## src/rtl/mandel_pkg.sv

```systemverilog
// Shared types and fixed-point constants for the Mandelbrot iteration sequencer.
package mandel_pkg;

    typedef enum logic [2:0] {
        IDLE = 3'd0,
        MXX  = 3'd1,
        MYY  = 3'd2,
        MXY  = 3'd3,
        CHK  = 3'd4
    } state_t;

    localparam int DEF_SCALE = 25;
    localparam int DEF_WIDTH = 32;

    // Escape threshold |z|^2 = 4.0 expressed with 'scale' fractional bits.
    function automatic logic [63:0] escape_r2(input int scale);
        return 64'd4 << scale;
    endfunction

    localparam logic signed [DEF_WIDTH:0] ONE = (DEF_WIDTH+1)'(64'd1 << DEF_SCALE);

endpackage

```

## src/rtl/fixp_mult.sv

```systemverilog
// Combinational signed fixed-point multiplier: full product shifted right by SCALE, wrapped to WIDTH+1 bits.
module fixp_mult #(
    parameter int SCALE = 25,
    parameter int WIDTH = 32
) (
    input  logic signed [WIDTH:0] a_i,
    input  logic signed [WIDTH:0] b_i,
    output logic signed [WIDTH:0] p_o
);

    logic signed [2*WIDTH+1:0] prod;

    assign prod = a_i * b_i;
    assign p_o  = (WIDTH+1)'(prod >>> SCALE);

endmodule

```

## src/rtl/mandel_iter_ctrl.sv

```systemverilog
// Per-pixel Mandelbrot iteration sequencer; one shared multiplier, four cycles per iteration.
module mandel_iter_ctrl
    import mandel_pkg::*;
#(
    parameter int SCALE  = 25,
    parameter int WIDTH  = 32,
    parameter int ITER_W = 16
) (
    input  logic                clk,
    input  logic                rst_n,
    input  logic                start,
    input  logic signed [WIDTH:0] cr,
    input  logic signed [WIDTH:0] ci,
    input  logic [ITER_W-1:0]   max_iter,
    output logic                busy,
    output logic                done,
    output logic [ITER_W-1:0]   iter,
    output logic                escaped,
    output logic signed [WIDTH:0] z_re,
    output logic signed [WIDTH:0] z_im
);

    localparam int W1 = WIDTH + 1;
    localparam int W2 = WIDTH + 2;
    localparam logic signed [W2-1:0] ESC_R2 = W2'(escape_r2(SCALE));

    state_t                state_q;
    logic signed [W1-1:0]  cr_q, ci_q, x_q, y_q, xx_q, yy_q, xy_q;
    logic signed [W1-1:0]  zre_q, zim_q;
    logic [ITER_W-1:0]     m_q, cnt_q, iter_q;
    logic                  busy_q, done_q, esc_q;

    logic signed [W1-1:0]  mul_a, mul_b, mul_p;
    logic signed [W1-1:0]  x_d, y_d;
    logic signed [W2-1:0]  r2;
    logic [ITER_W-1:0]     cnt_d;

    always_comb begin
        mul_a = x_q;
        mul_b = x_q;
        case (state_q)
            MYY: begin mul_a = y_q; mul_b = y_q; end
            MXY: begin mul_a = x_q; mul_b = y_q; end
            default: ;
        endcase
    end

    fixp_mult #(.SCALE(SCALE), .WIDTH(WIDTH)) u_mult (
        .a_i (mul_a),
        .b_i (mul_b),
        .p_o (mul_p)
    );

    assign r2    = {xx_q[W1-1], xx_q} + {yy_q[W1-1], yy_q};
    assign x_d   = xx_q - yy_q + cr_q;
    assign y_d   = (xy_q <<< 1) + ci_q;
    assign cnt_d = cnt_q + ITER_W'(1);

    always_ff @(posedge clk or negedge rst_n) begin
        if (!rst_n) begin
            state_q <= IDLE;
            cr_q    <= '0;
            ci_q    <= '0;
            x_q     <= '0;
            y_q     <= '0;
            xx_q    <= '0;
            yy_q    <= '0;
            xy_q    <= '0;
            zre_q   <= '0;
            zim_q   <= '0;
            m_q     <= '0;
            cnt_q   <= '0;
            iter_q  <= '0;
            busy_q  <= 1'b0;
            done_q  <= 1'b0;
            esc_q   <= 1'b0;
        end else begin
            done_q <= 1'b0;
            case (state_q)
                IDLE: begin
                    // busy in IDLE only means an M=0 request waiting one cycle to complete
                    if (busy_q) begin
                        busy_q <= 1'b0;
                        done_q <= 1'b1;
                    end else if (start) begin
                        cr_q   <= cr;
                        ci_q   <= ci;
                        m_q    <= max_iter;
                        x_q    <= '0;
                        y_q    <= '0;
                        cnt_q  <= '0;
                        iter_q <= '0;
                        esc_q  <= 1'b0;
                        zre_q  <= '0;
                        zim_q  <= '0;
                        busy_q <= 1'b1;
                        if (max_iter != '0) state_q <= MXX;
                    end
                end
                MXX: begin
                    xx_q    <= mul_p;
                    state_q <= MYY;
                end
                MYY: begin
                    yy_q    <= mul_p;
                    state_q <= MXY;
                end
                MXY: begin
                    xy_q    <= mul_p;
                    state_q <= CHK;
                end
                CHK: begin
                    if (r2 > ESC_R2) begin
                        esc_q   <= 1'b1;
                        iter_q  <= cnt_q;
                        zre_q   <= x_q;
                        zim_q   <= y_q;
                        done_q  <= 1'b1;
                        busy_q  <= 1'b0;
                        state_q <= IDLE;
                    end else begin
                        x_q   <= x_d;
                        y_q   <= y_d;
                        cnt_q <= cnt_d;
                        if (cnt_d == m_q) begin
                            iter_q  <= m_q;
                            zre_q   <= x_d;
                            zim_q   <= y_d;
                            done_q  <= 1'b1;
                            busy_q  <= 1'b0;
                            state_q <= IDLE;
                        end else begin
                            state_q <= MXX;
                        end
                    end
                end
                default: state_q <= IDLE;
            endcase
        end
    end

    assign busy    = busy_q;
    assign done    = done_q;
    assign iter    = iter_q;
    assign escaped = esc_q;
    assign z_re    = zre_q;
    assign z_im    = zim_q;

endmodule

```

## config.mk

```make
export PLATFORM = sky130hd
export DESIGN_NAME = mandel_iter_ctrl
export DESIGN_NICKNAME = d
export VERILOG_FILES = /design/src/rtl/mandel_pkg.sv /design/src/rtl/fixp_mult.sv /design/src/rtl/mandel_iter_ctrl.sv
export SDC_FILE = /design/constraint.sdc
export NUM_CORES = 2
export LEC_CHECK = 0
export BUFFER_PORTS_ARGS = -buffer_cell sky130_fd_sc_hd__buf_4
export CAP_MARGIN = 20
export CORE_MARGIN = 4
export CORE_UTILIZATION = 42
export DETAILED_ROUTE_END_ITERATION = 6
export PLACE_DENSITY = 0.61
export SYNTH_ARGS = -nofsm -noshare
export SYNTH_HDL_FRONTEND = slang
export SYNTH_SLANG_ARGS = --single-unit
```

## constraint.sdc

```tcl
create_clock -name clk -period 15.15 [get_ports clk]
set_input_delay 0.7575 -clock clk [delete_from_list [all_inputs] [get_ports clk]]
set_output_delay 0.7575 -clock clk [all_outputs]
set_load 0.1 [all_outputs]
```

==> impl_metrics.ini <==
[outcome]
outcome = finished, final reports clean

[pwr]
p_leak_nw = 28.9
p_seq_frac = 0.147
internal_power_mw = 4.52
combinationalPowerShare = 0.772
power_frac_clock = 0.081
switching_share = 0.606
peakVddDrop_mv = 0.188
power.density_nw_per_um2 = 190
total_power_mw = 11.5
p_sw_mw = 6.95

[setup_path]
critPathLaunchType = register
cp_max_fo = 55
crit_path_end_kind = register
arrival_ns = 11.30
crit_required_ns = 15.55
criticalPathCategory = reg -> reg

[cts]
post_cts_buffers = 0
cts_hold_buf = 0
cts_root_buffer = clkbuf_16
cts.sinks = 350
clk_path_buf_depth = 3
cts.repair.resized = 0
tritoncts = done
clkLatencyLatePin_ns = 0.57
path_clk_slew_ns = 0.07
cts-buffers-inserted = 35
htree_levels = 2

[place]
dp_hpwl_um = 153000
port_buffers = 169
dpl.cell_count = 7792
gp_congestion = 0.952
place_ws_ns = 4.48

[synthesis]
yosysTopAreaCell = fa_1
synth_top_family_by_area = adder cells
yosysWarnings = 0
synth_top_area_frac = 0.389
yosys-top-cells-count = inv_1, fa_1, nand2_1
async_flop_share = 1.00
synthMuxAreaShare = 0.0530
synth_flop_cell = dfrtp_1
ys_types = 89
synth.area.top_cells = fa_1, dfrtp_1, inv_1, ha_1, nand2_1
syn_area_per_cell_um2 = 9.23
synth-seq-cells = 350
syn_nets = 7475
synth_seq_area_share = 0.158
synth-edff-count = 0
synth_xor_area_frac = 0.0217
synthMostInstantiatedCell = inv_1
synth_fa_ha_area_frac = 0.455
synth_cells = 6018
syn_area_um2 = 55600
synth-simple-area-share = 0.125
synth_compound_area_frac = 0.0867

[global_route]
antenna_found_initial = 6
globalRouteOverflowTotal = 0
grt_start_max_net_pins = 158
grt_pass1_vias = 45900
grtUsageTotal = 0.284
grt_pass1_wl_um = 293000

[sta]
max_slew.worst_pin.slew_ns = 1.12
hold_ws_ns = 0.257
tns_ns = 0
hold_violations = 0
clock_skew_ns = 0.0338
setup_viol = 0
rsz0062_at_grt = false
fmax_ghz = 0.0917
final.period_utilization = 0.720
min_period_ns = 10.91
slew_headroom = 0.238
finalWorstSetupSlack_ns = 4.24
finalMaxSlewViolations = 0

[floorplan]
io_pins = 170
core-area_um2 = 131000
row_count = 133
dieArea_um2 = 138000
start_util = 0.423
die_h_um = 372
die_w_um = 372

[layout]
fillers = 12700
final_cells = 7862
nets = 7535
area_delta_synth_final_pct = 8.47
layout-drive-gt1-share = 0.0826

[route]
vias = 43700
drt_pass1_iterations = 6
wl_um = 192000
drtIter0Drc = 4095
via_per_inst = 5.56
drc = 0
wl_per_cell_um = 24.4
ant_nets = 0

[hold_path]
worstHoldPathType = in -> async

[job]
maxCapViolCount = 0
kinds of logic after synthesis:
kind of cell	Yosys count
adders and majority gates	1372
DFF	350
AOI/OAI and AO/OA	736
xor gates and xnor gates	138
and+or+nand+nor	1693
buffers and inverters	1460
muxes	269
flip-flops by register name, summed over array words and instances, names as in the netlist:
| register | cells |
|---|---|
| cnt_q | 16 |
| done | 1 |
| z_im | 33 |
| xx_q | 33 |
| x_q | 33 |
| z_re | 33 |
| m_q | 16 |
| cr_q | 33 |
| state_q | 3 |
| y_q | 33 |
| yy_q | 33 |
| busy | 1 |
| ci_q | 33 |
| iter | 16 |
| xy_q | 32 |
| escaped | 1 |
power by group through the flow:
stage	logic (mW)	registers, mW	clock network [mW]
6_report	8.86	1.69	0.925
5_1_grt	9.47	1.72	0.983
4_1_cts	8.68	1.68	0.941
3_5_place_dp	8.60	1.70	0
3_3_place_gp	8.52	1.69	0
2_1_floorplan	5.14	1.87	0
cell usage in the layout, fill, tap and decap left out, types with 19 or more instances in the layout:
master     count
nor2_1       639
a21oi_1      116
xor2_1        45
mux2i_2       21
o21a_1        32
clkbuf_16     36
o2bb2ai_1     54
mux2_2        62
o31ai_1       26
o21ai_1       19
nand2_1      806
ha_1         293
dfrtp_1      350
nor3_1        39
nand2b_1      38
buf_4        282
mux2i_1       90
a21o_1        54
fa_1        1079
o21ai_0      252
nand3_1       41
mux2_1        74
xnor2_1       93
a211oi_1      25
inv_1       1194
and3_1        22
layer usage:
layer	vias to the layer above	share of wire	global-route usage
li1	18600	-	-
met1	22500	0.41	0.390
met2	2003	0.45	0.441
met3	513	0.091	0.0608
met4	4	0.050	0.111
met5	-	0.00012	0
area by class of cell:
class	instances	area [um^2]	area share
antenna	3	7.51	0.000125
clock buffer	48	1020	0.0169
clock inverter	15	169	0.00280
inverter	1194	4480	0.0743
multi-input combinational	4208	41400	0.687
sequential	350	8760	0.145
tap	1755	2200	0.0364
timing repair buffer	289	2230	0.0369
per-stage QoR:
stage,util,cell area (um^2)
6_report,0.459,60300
5_1_grt,0.459,60300
4_1_cts,0.458,60200
3_5_place_dp,0.449,59000
3_3_place_gp,0.449,59000
2_1_floorplan,-,55600
path summary, 6_finish.rpt:
| kind | startpoint | end | slack, ns | depth (start not counted) |
|---|---|---|---|---|
| setup / recovery | state_q[2] | xx_q[26] | 4.24 | 27 |
| hold / removal | rst_n | ci_q[31] | 0.26 | 1 |
| setup reg to reg | state_q[2] | xx_q[26] | 4.24 | 27 |
| hold reg to reg | xy_q[8] | xy_q[8] | 0.48 | 2 |
| max in group asynchronous | rst_n | z_re[9] | 12.87 | 4 |
| min in group clk | cr[8] | cr_q[8] | 0.41 | 2 |
worst max-delay path, cell delays in order (launching register included):
cell and delay (ns):
dfrtp_1 0.75, nand2b_4 0.51, buf_4 0.80, mux2i_4 1.04
nor2_1 0.16, fa_1 0.52, fa_1 0.51, inv_1 0.05
fa_1 0.49, fa_1 0.51, fa_1 0.55, inv_1 0.05
fa_1 0.40, fa_1 0.57, inv_1 0.07, fa_1 0.48
inv_1 0.06, ha_1 0.37, and4_1 0.23, nand4_1 0.12
a211oi_2 0.64, o2111a_1 0.34, o31a_1 0.36, nor2_1 0.17
a221oi_2 0.35, a21oi_1 0.13, xor2_1 0.31, o21ai_1 0.10
No activity file was read; power rests on OpenSTA's default activity.
